### src/rtl/mac_pkg.sv
// Shared MAC definitions: controller state encoding and the default
// fixed-point widths agreed between the issue controller and the MAC.
package mac_pkg;

  typedef enum logic [1:0] {
    IDLE  = 2'b00,
    ISSUE = 2'b01,
    GUARD = 2'b10
  } mac_state_e;

  localparam int unsigned MAC_A_BITWIDTH    = 8;
  localparam int unsigned MAC_OUT_BITWIDTH  = 16;
  localparam int unsigned MAC_A_FRAC_BITS   = 6;
  localparam int unsigned MAC_OUT_FRAC_BITS = 12;

endpackage

### src/rtl/mac_issue_ctrl.sv
// Initiator side of the MAC EN/DONE handshake: issues one operand triple at a
// time, captures the result (or a watchdog abort) and presents it downstream.
module mac_issue_ctrl
  import mac_pkg::*;
#(
  parameter int unsigned A_BITWIDTH     = MAC_A_BITWIDTH,
  parameter int unsigned B_BITWIDTH     = 8,
  parameter int unsigned C_BITWIDTH     = 8,
  parameter int unsigned OUT_BITWIDTH   = MAC_OUT_BITWIDTH,
  parameter int unsigned TIMEOUT_CYCLES = 15,
  parameter int unsigned CNT_BITWIDTH   = 16
) (
  input  logic                    CLK,
  input  logic                    RST,
  input  logic                    IN_VALID,
  output logic                    IN_READY,
  input  logic [A_BITWIDTH-1:0]   IN_A,
  input  logic [B_BITWIDTH-1:0]   IN_B,
  input  logic [C_BITWIDTH-1:0]   IN_C,
  output logic                    MAC_EN,
  output logic [A_BITWIDTH-1:0]   MAC_A,
  output logic [B_BITWIDTH-1:0]   MAC_B,
  output logic [C_BITWIDTH-1:0]   MAC_C,
  input  logic [OUT_BITWIDTH-1:0] MAC_MOUT,
  input  logic                    MAC_DONE,
  output logic                    OUT_VALID,
  input  logic                    OUT_READY,
  output logic [OUT_BITWIDTH-1:0] OUT_DATA,
  output logic                    OUT_TIMEOUT,
  output logic                    BUSY,
  output logic [CNT_BITWIDTH-1:0] OP_COUNT
);

  localparam int unsigned WDOG_W = $clog2(TIMEOUT_CYCLES + 1);

  mac_state_e              state_q, state_d;
  logic                    mac_en_q, mac_en_d;
  logic [A_BITWIDTH-1:0]   a_q, a_d;
  logic [B_BITWIDTH-1:0]   b_q, b_d;
  logic [C_BITWIDTH-1:0]   c_q, c_d;
  logic [WDOG_W-1:0]       wdog_q, wdog_d;
  logic                    out_valid_q, out_valid_d;
  logic [OUT_BITWIDTH-1:0] out_data_q, out_data_d;
  logic                    out_timeout_q, out_timeout_d;
  logic [CNT_BITWIDTH-1:0] op_count_q, op_count_d;
  logic                    busy_q, busy_d;
  logic                    in_ready_c;

  // One op in flight and one result buffered: issue only when both are free.
  assign in_ready_c = (state_q == IDLE) && !out_valid_q;

  // Next-state and datapath update.
  always_comb begin
    state_d       = state_q;
    mac_en_d      = mac_en_q;
    a_d           = a_q;
    b_d           = b_q;
    c_d           = c_q;
    wdog_d        = wdog_q;
    out_valid_d   = out_valid_q;
    out_data_d    = out_data_q;
    out_timeout_d = out_timeout_q;
    op_count_d    = op_count_q;

    if (out_valid_q && OUT_READY) begin
      out_valid_d = 1'b0;
    end

    unique case (state_q)
      IDLE: begin
        if (IN_VALID && in_ready_c) begin
          a_d      = IN_A;
          b_d      = IN_B;
          c_d      = IN_C;
          mac_en_d = 1'b1;
          wdog_d   = '0;
          state_d  = ISSUE;
        end
      end
      ISSUE: begin
        mac_en_d = 1'b1;
        wdog_d   = wdog_q + WDOG_W'(1);
        // DONE takes priority over a watchdog expiry in the same cycle.
        if (MAC_DONE) begin
          out_data_d    = MAC_MOUT;
          out_timeout_d = 1'b0;
          out_valid_d   = 1'b1;
          op_count_d    = op_count_q + CNT_BITWIDTH'(1);
          mac_en_d      = 1'b0;
          state_d       = GUARD;
        end else if (wdog_q == WDOG_W'(TIMEOUT_CYCLES - 1)) begin
          out_data_d    = '0;
          out_timeout_d = 1'b1;
          out_valid_d   = 1'b1;
          mac_en_d      = 1'b0;
          state_d       = GUARD;
        end
      end
      GUARD: begin
        // One EN-low cycle lets the MAC fall back to idle and drop DONE.
        mac_en_d = 1'b0;
        state_d  = IDLE;
      end
      default: begin
        mac_en_d = 1'b0;
        state_d  = IDLE;
      end
    endcase

    busy_d = (state_d != IDLE);
  end

  always_ff @(posedge CLK) begin
    if (RST) begin
      state_q       <= IDLE;
      mac_en_q      <= 1'b0;
      a_q           <= '0;
      b_q           <= '0;
      c_q           <= '0;
      wdog_q        <= '0;
      out_valid_q   <= 1'b0;
      out_data_q    <= '0;
      out_timeout_q <= 1'b0;
      op_count_q    <= '0;
      busy_q        <= 1'b0;
    end else begin
      state_q       <= state_d;
      mac_en_q      <= mac_en_d;
      a_q           <= a_d;
      b_q           <= b_d;
      c_q           <= c_d;
      wdog_q        <= wdog_d;
      out_valid_q   <= out_valid_d;
      out_data_q    <= out_data_d;
      out_timeout_q <= out_timeout_d;
      op_count_q    <= op_count_d;
      busy_q        <= busy_d;
    end
  end

  assign IN_READY    = in_ready_c;
  assign MAC_EN      = mac_en_q;
  assign MAC_A       = a_q;
  assign MAC_B       = b_q;
  assign MAC_C       = c_q;
  assign OUT_VALID   = out_valid_q;
  assign OUT_DATA    = out_data_q;
  assign OUT_TIMEOUT = out_timeout_q;
  assign BUSY        = busy_q;
  assign OP_COUNT    = op_count_q;

endmodule

### config.mk
export PLATFORM = sky130hd
export DESIGN_NAME = mac_issue_ctrl
export DESIGN_NICKNAME = d
export VERILOG_FILES = /design/src/rtl/mac_pkg.sv /design/src/rtl/mac_issue_ctrl.sv
export SDC_FILE = /design/constraint.sdc
export NUM_CORES = 1
export LEC_CHECK = 0
export ABC_AREA = 1
export BUFFER_PORTS_ARGS = -buffer_cell sky130_fd_sc_hd__clkbuf_2
export CAP_MARGIN = 40
export CORE_UTILIZATION = 30
export DETAILED_ROUTE_END_ITERATION = 7
export PLACE_DENSITY = 0.63
export SLEW_MARGIN = 30
export SYNTH_ARGS = -nofsm -noshare
export SYNTH_HDL_FRONTEND = slang
export SYNTH_SLANG_ARGS = --single-unit
### constraint.sdc
create_clock -name CLK -period 1.72 [get_ports CLK]
set_input_delay 0.172 -clock CLK [delete_from_list [all_inputs] [get_ports CLK]]
set_output_delay 0.172 -clock CLK [all_outputs]
set_load 0.02 [all_outputs]
# Word level (Yosys, flattened, before mapping)
# Index checks and enable logic that the tools add are counted.
[word_totals]
in_bits = 45
regBits = 66
[op_classes]
eq_ne = 3
mux = 18
n_addsub = 2
n_reduce_logical = 12
[op_table]
columns = ["operator", "n"]
rows = [
  ["16-bit 2-to-1 mux", 2],
  ["16-bit by 1-bit adder with 16-bit output (second input constant)", 1],
  ["1-bit 2-to-1 mux", 9],
  ["4-bit one-hot mux with 2 select lines", 1],
  ["2-bit AND reduction", 4],
  ["2-bit 2-to-1 mux", 3],
  ["2-bit nonzero test", 3],
  ["4-bit by 1-bit adder with 4-bit output (second input constant)", 1],
  ["4-bit == test (second input constant)", 1],
  ["4-bit 2-to-1 mux", 1],
  ["2-bit one-hot mux with 2 select lines", 1],
  ["1-bit logical AND", 3],
  ["2-bit by 1-bit == test with 1-bit output (second input constant)", 1],
  ["2-bit logical NOT", 1],
  ["2-bit by 1-bit inequality test with 1-bit output (second input constant)", 1],
  ["1-bit one-hot mux with 2 select lines", 1],
  ["1-bit logical NOT", 1],
]

# Logic depth before layout (Yosys ltp)
[logic_depth]
word_depth = 6
ltp_mapped = 8
ltp_nobuf = 8

# Least setup slack after synthesis
# No wires, ideal clock.
[synth_path]
kind = "reg-to-reg"
start = "register op_count_q[0] (netlist: OP_COUNT[0])"
end = "register op_count_q[10] (netlist: OP_COUNT[10])"
t_arrival_ns = 1.260
stages_incl_launch_ff = 7
setup_slack_ns = 0.341
required_time_ns = 1.601
path_cell_list = "dfxtp_1 ha_1 nand3_1 nor2_4 nand2_1 o21ai_0 a21oi_1"
[synth_between]
elab_chain_cells = 1
[synth_lines]
columns = ["element", "line_no", "rtl"]
rows = [
  ["start: declaration", "mac_issue_ctrl.sv:45", "logic [CNT_BITWIDTH-1:0] op_count_q, op_count_d;"],
  ["start signal: assignment", "mac_issue_ctrl.sv:136", "op_count_q <= op_count_d;"],
  ["16-bit by 1-bit adder with 16-bit output", "mac_issue_ctrl.sv:88", "op_count_d = op_count_q + CNT_BITWIDTH'(1);"],
]
# Every way passes these cells.
# A chain may end at the register's enable or synchronous reset.

# Worst setup path in the final report
[layout_path]
start = "register wdog_q[0]"
end = "register out_data_q[8] (netlist: OUT_DATA[8])"
[layout_between]
elab_chain_cells = 3
[layout_lines]
columns = ["element", "line_no", "rtl"]
rows = [
  ["start: declaration", "mac_issue_ctrl.sv:41", "logic [WDOG_W-1:0] wdog_q, wdog_d;"],
  ["start signal: assignment", "mac_issue_ctrl.sv:132", "wdog_q <= wdog_d;"],
  ["4-bit == test", "mac_issue_ctrl.sv:91", "end else if (wdog_q == WDOG_W'(TIMEOUT_CYCLES - 1)) begin"],
  ["2-bit nonzero test (no line)", "-", ""],
  ["2-bit AND reduction (no line)", "-", ""],
  ["end signal: assignment", "mac_issue_ctrl.sv:134", "out_data_q <= out_data_d;"],
  ["end: declaration", "mac_issue_ctrl.sv:43", "logic [OUT_BITWIDTH-1:0] out_data_q, out_data_d;"],
]
# Every way passes these cells.

==> metrics.txt <==
fin nets around 500; remaining antenna violation count after routing 0; final hold violations 0; worst hold-check path type in -> reg; RR Startpoint wdog_q[0]; routability congestion estimate 0.772; critical-path cell list inv_1 -> ha_1 -> nand3_1 -> nand2_1 -> nand2_2 -> nand2_1 -> a21oi_1; clock power share a little over two fifths; Diodes inserted 0; Initial Utilization a little under a third; hold path depth 3; largest net degree at the start of global routing 28; Die Y between 90 and 100 µm; DRC 0; First-pass DRT Iterations 4; Total Routing Usage GR roughly 14%; CTS Buf Count 9; worst relative slew slack between 60% and 70%; die width 95.3 µm; CTS Hold Bufs 0; Reg power frac 46.5%; power per cell area roughly 1000 nW/µm²; DR vias/cell approximately 4.5; sequential fraction of the synthesis area about half; Clock Skews roughly 0.0084 ns; DP HPWL ~4.6 mm; Post-Syn Area between 2000 and 3000 µm²; Final Cycle Share 80.9%; Mean Syn Cell Area between 7 and 8 µm²; fillcell total 900; Top cell by count, worst path nand2_1; R2R setup slack 0.33 ns; commonest non-fill, non-tap cell in the layout nand2_1; Netlist cell types 23; Max-Cap Viols 0; peak fanout along the critical path 18; Routed WL between 6 and 7 mm; worst hold path startpoint IN_C[6]; Least-Margin Pin Slew approximately 0.46 ns; final setup margin ~0.33 ns; ratio of cells with drive above 1 in the final layout between 20 and 30%; RSZ-0062 raised after global routing no; commonest non-fill, non-tap cells in the layout nand2_1, clkbuf_2, dfxtp_1; leakage power 1.58 nW; CTS tree yes; Cells after Synth ~350; vias roughly 2500; GRT overflow 0; Worst Path Required 1.98 ns; Worst path max stage delay between 0.3 and 0.4 ns; setup repair bufs after CTS 0; CTS Buffer Depth 2; cts repair resizes 0; startpoint type of the worst setup path flop; FF-to-FF End OUT_DATA[8]; io pins between 100 and 150; syn_nets 400; Crit. End Element flop; fin. max-slew vios 0; port bufs 105; outcome finished clean; yosys warns 0; DRT iter0 DRCs 83; clk sink count 66; number of global-route vias before repair 2172; Worst-Skew Late Latency 0.34 ns; pre-CTS setup slack 0.319 ns; crit path launch wdog_q[0]; initial antenna violation count 0; total negative slack 0 ns; H-tree Lvls 3; cell chosen for the clock root clkbuf_8; Hold Crit Endpoint MAC_C[6]; Std-Cell Rows 33; Sw Ratio 25.2%; Routed WL per cell 11.1 µm; power share of the combinational group approximately 11%; switching power roughly 0.88 mW; Int Power between 2 and 3 mW; #FFs+latches synth 66; CP max stage cell dfxtp_1; min Tclk post-route approximately 1.4 ns; Area growth, synth to finish 32.1%; Fmax just over 700 MHz; WP data arrival 1.65 ns; die outline area approximately 9100 µm²; Final setup viols 0; CORE AREA just over 8000 µm²; Reg clk slew, reported paths 0.07 ns; R2R cell count 7; global-route wire length before repair 9.78 mm; Max IR drop VDD between 300 and 400 µV; CP Class reg -> reg
-- worst max path at each step --
stage                   end  slack [ns]  cells after the start
3_5_place_dp   OUT_DATA[10]        0.32                      7
5_1_grt         OUT_DATA[7]        0.17                      7
3_3_place_gp    OUT_DATA[6]        0.36                      7
2_1_floorplan  OP_COUNT[10]        0.34                      6
4_1_cts        OUT_DATA[10]        0.31                      7
6_report        OUT_DATA[8]        0.33                      7
-- logic make-up (layout without fill, tap and decap cells) --
logic type / count (synthesis) / count (layout) / synth area share, %
flops: 66 / 66 / 50.6
buf+inv: 43 / 154 / 7.05
xor+xnor: 1 / 1 / 0.336
fa+ha+maj: 3 / 3 / 1.44
simple gates: 171 / 171 / 27.3
compound gates: 68 / 68 / 13.2
-- through the flow --
stage | area [µm²] | std cells | hold WS, ns | power, mW | util, %
floorplan | 2610 | 352 | 0.315 | 1.92 | -
global placement | 3220 | 552 | 0.405 | 2.06 | 38.8
detailed placement | 3220 | 552 | 0.410 | 2.07 | 38.8
CTS | 3450 | 568 | 0.0376 | 3.57 | 41.5
global route | 3450 | 568 | 0.0502 | 3.67 | 41.5
finish | 3450 | 568 | 0.0585 | 3.51 | 41.5
-- state kept, by name (all words and copies together) (netlist names) --
| signal | flops |
|---|---|
| BUSY | 1 |
| MAC_A | 8 |
| MAC_B | 8 |
| MAC_C | 8 |
| MAC_EN | 1 |
| OP_COUNT | 16 |
| OUT_DATA | 16 |
| OUT_TIMEOUT | 1 |
| OUT_VALID | 1 |
| state_q | 2 |
| wdog_q | 4 |
-- power groups by stage --
stage	combinational, mW	sequential (mW)	clock, mW
floorplan	0.177	1.74	0
CTS	0.399	1.64	1.54
finish	0.393	1.63	1.49
global placement	0.394	1.67	0
detailed placement	0.398	1.67	0
global route	0.436	1.64	1.59
-- synthesized netlist by cell type --
cell      count  area, µm²
a21oi_1      56        280
or2_2         2       12.5
ha_1          3       37.5
clkbuf_1      7       26.3
nand3_1      12       60.1
xor2_1        1       8.76
nor2_4        2       22.5
inv_2         2       7.51
o21a_1        1       7.51
o21ai_0      10       50.1
inv_1        28        105
buf_4         1       7.51
nor2_1       27        101
dfxtp_1      66       1320
nand2_1     118        443
nand3_4       1       17.5
nand3_2       1       10.0
o21bai_1      1       7.51
nor3_1        4       20.0
nand2_2       1       6.26
buf_2         3       15.0
nand4_1       3       18.8
buf_6         2       22.5
-- area by class of cell --
cell class                      count  area (µm²)  area share, %
Tap cell                          105         131           3.81
Inverter                           30         113           3.27
Multi-Input combinational cell    243        1100           32.0
Sequential cell                    66        1320           38.3
Clock inverter                      4        73.8           2.14
Timing Repair Buffer              108         548           15.9
Clock buffer                       12         155           4.50
-- metal layers --
layer	wire [µm]	up-vias	global-route usage, %	share of wire [%]
met4	85	0	6.82	1.3
li1	-	1328	-	-
met5	0	-	0	0
met3	283	8	3.03	4.5
met2	2990	58	23.0	47
met1	2950	1139	17.2	47
-- critical path, delay by kind of cell (launching register included) --
family | cells | cell delay [ns]
fa+ha+maj | 1 | 0.18
compound gates | 1 | 0.13
simple gates | 4 | 0.55
buf+inv | 1 | 0.06
flops | 1 | 0.39
(Power assumes the default switching activity.)
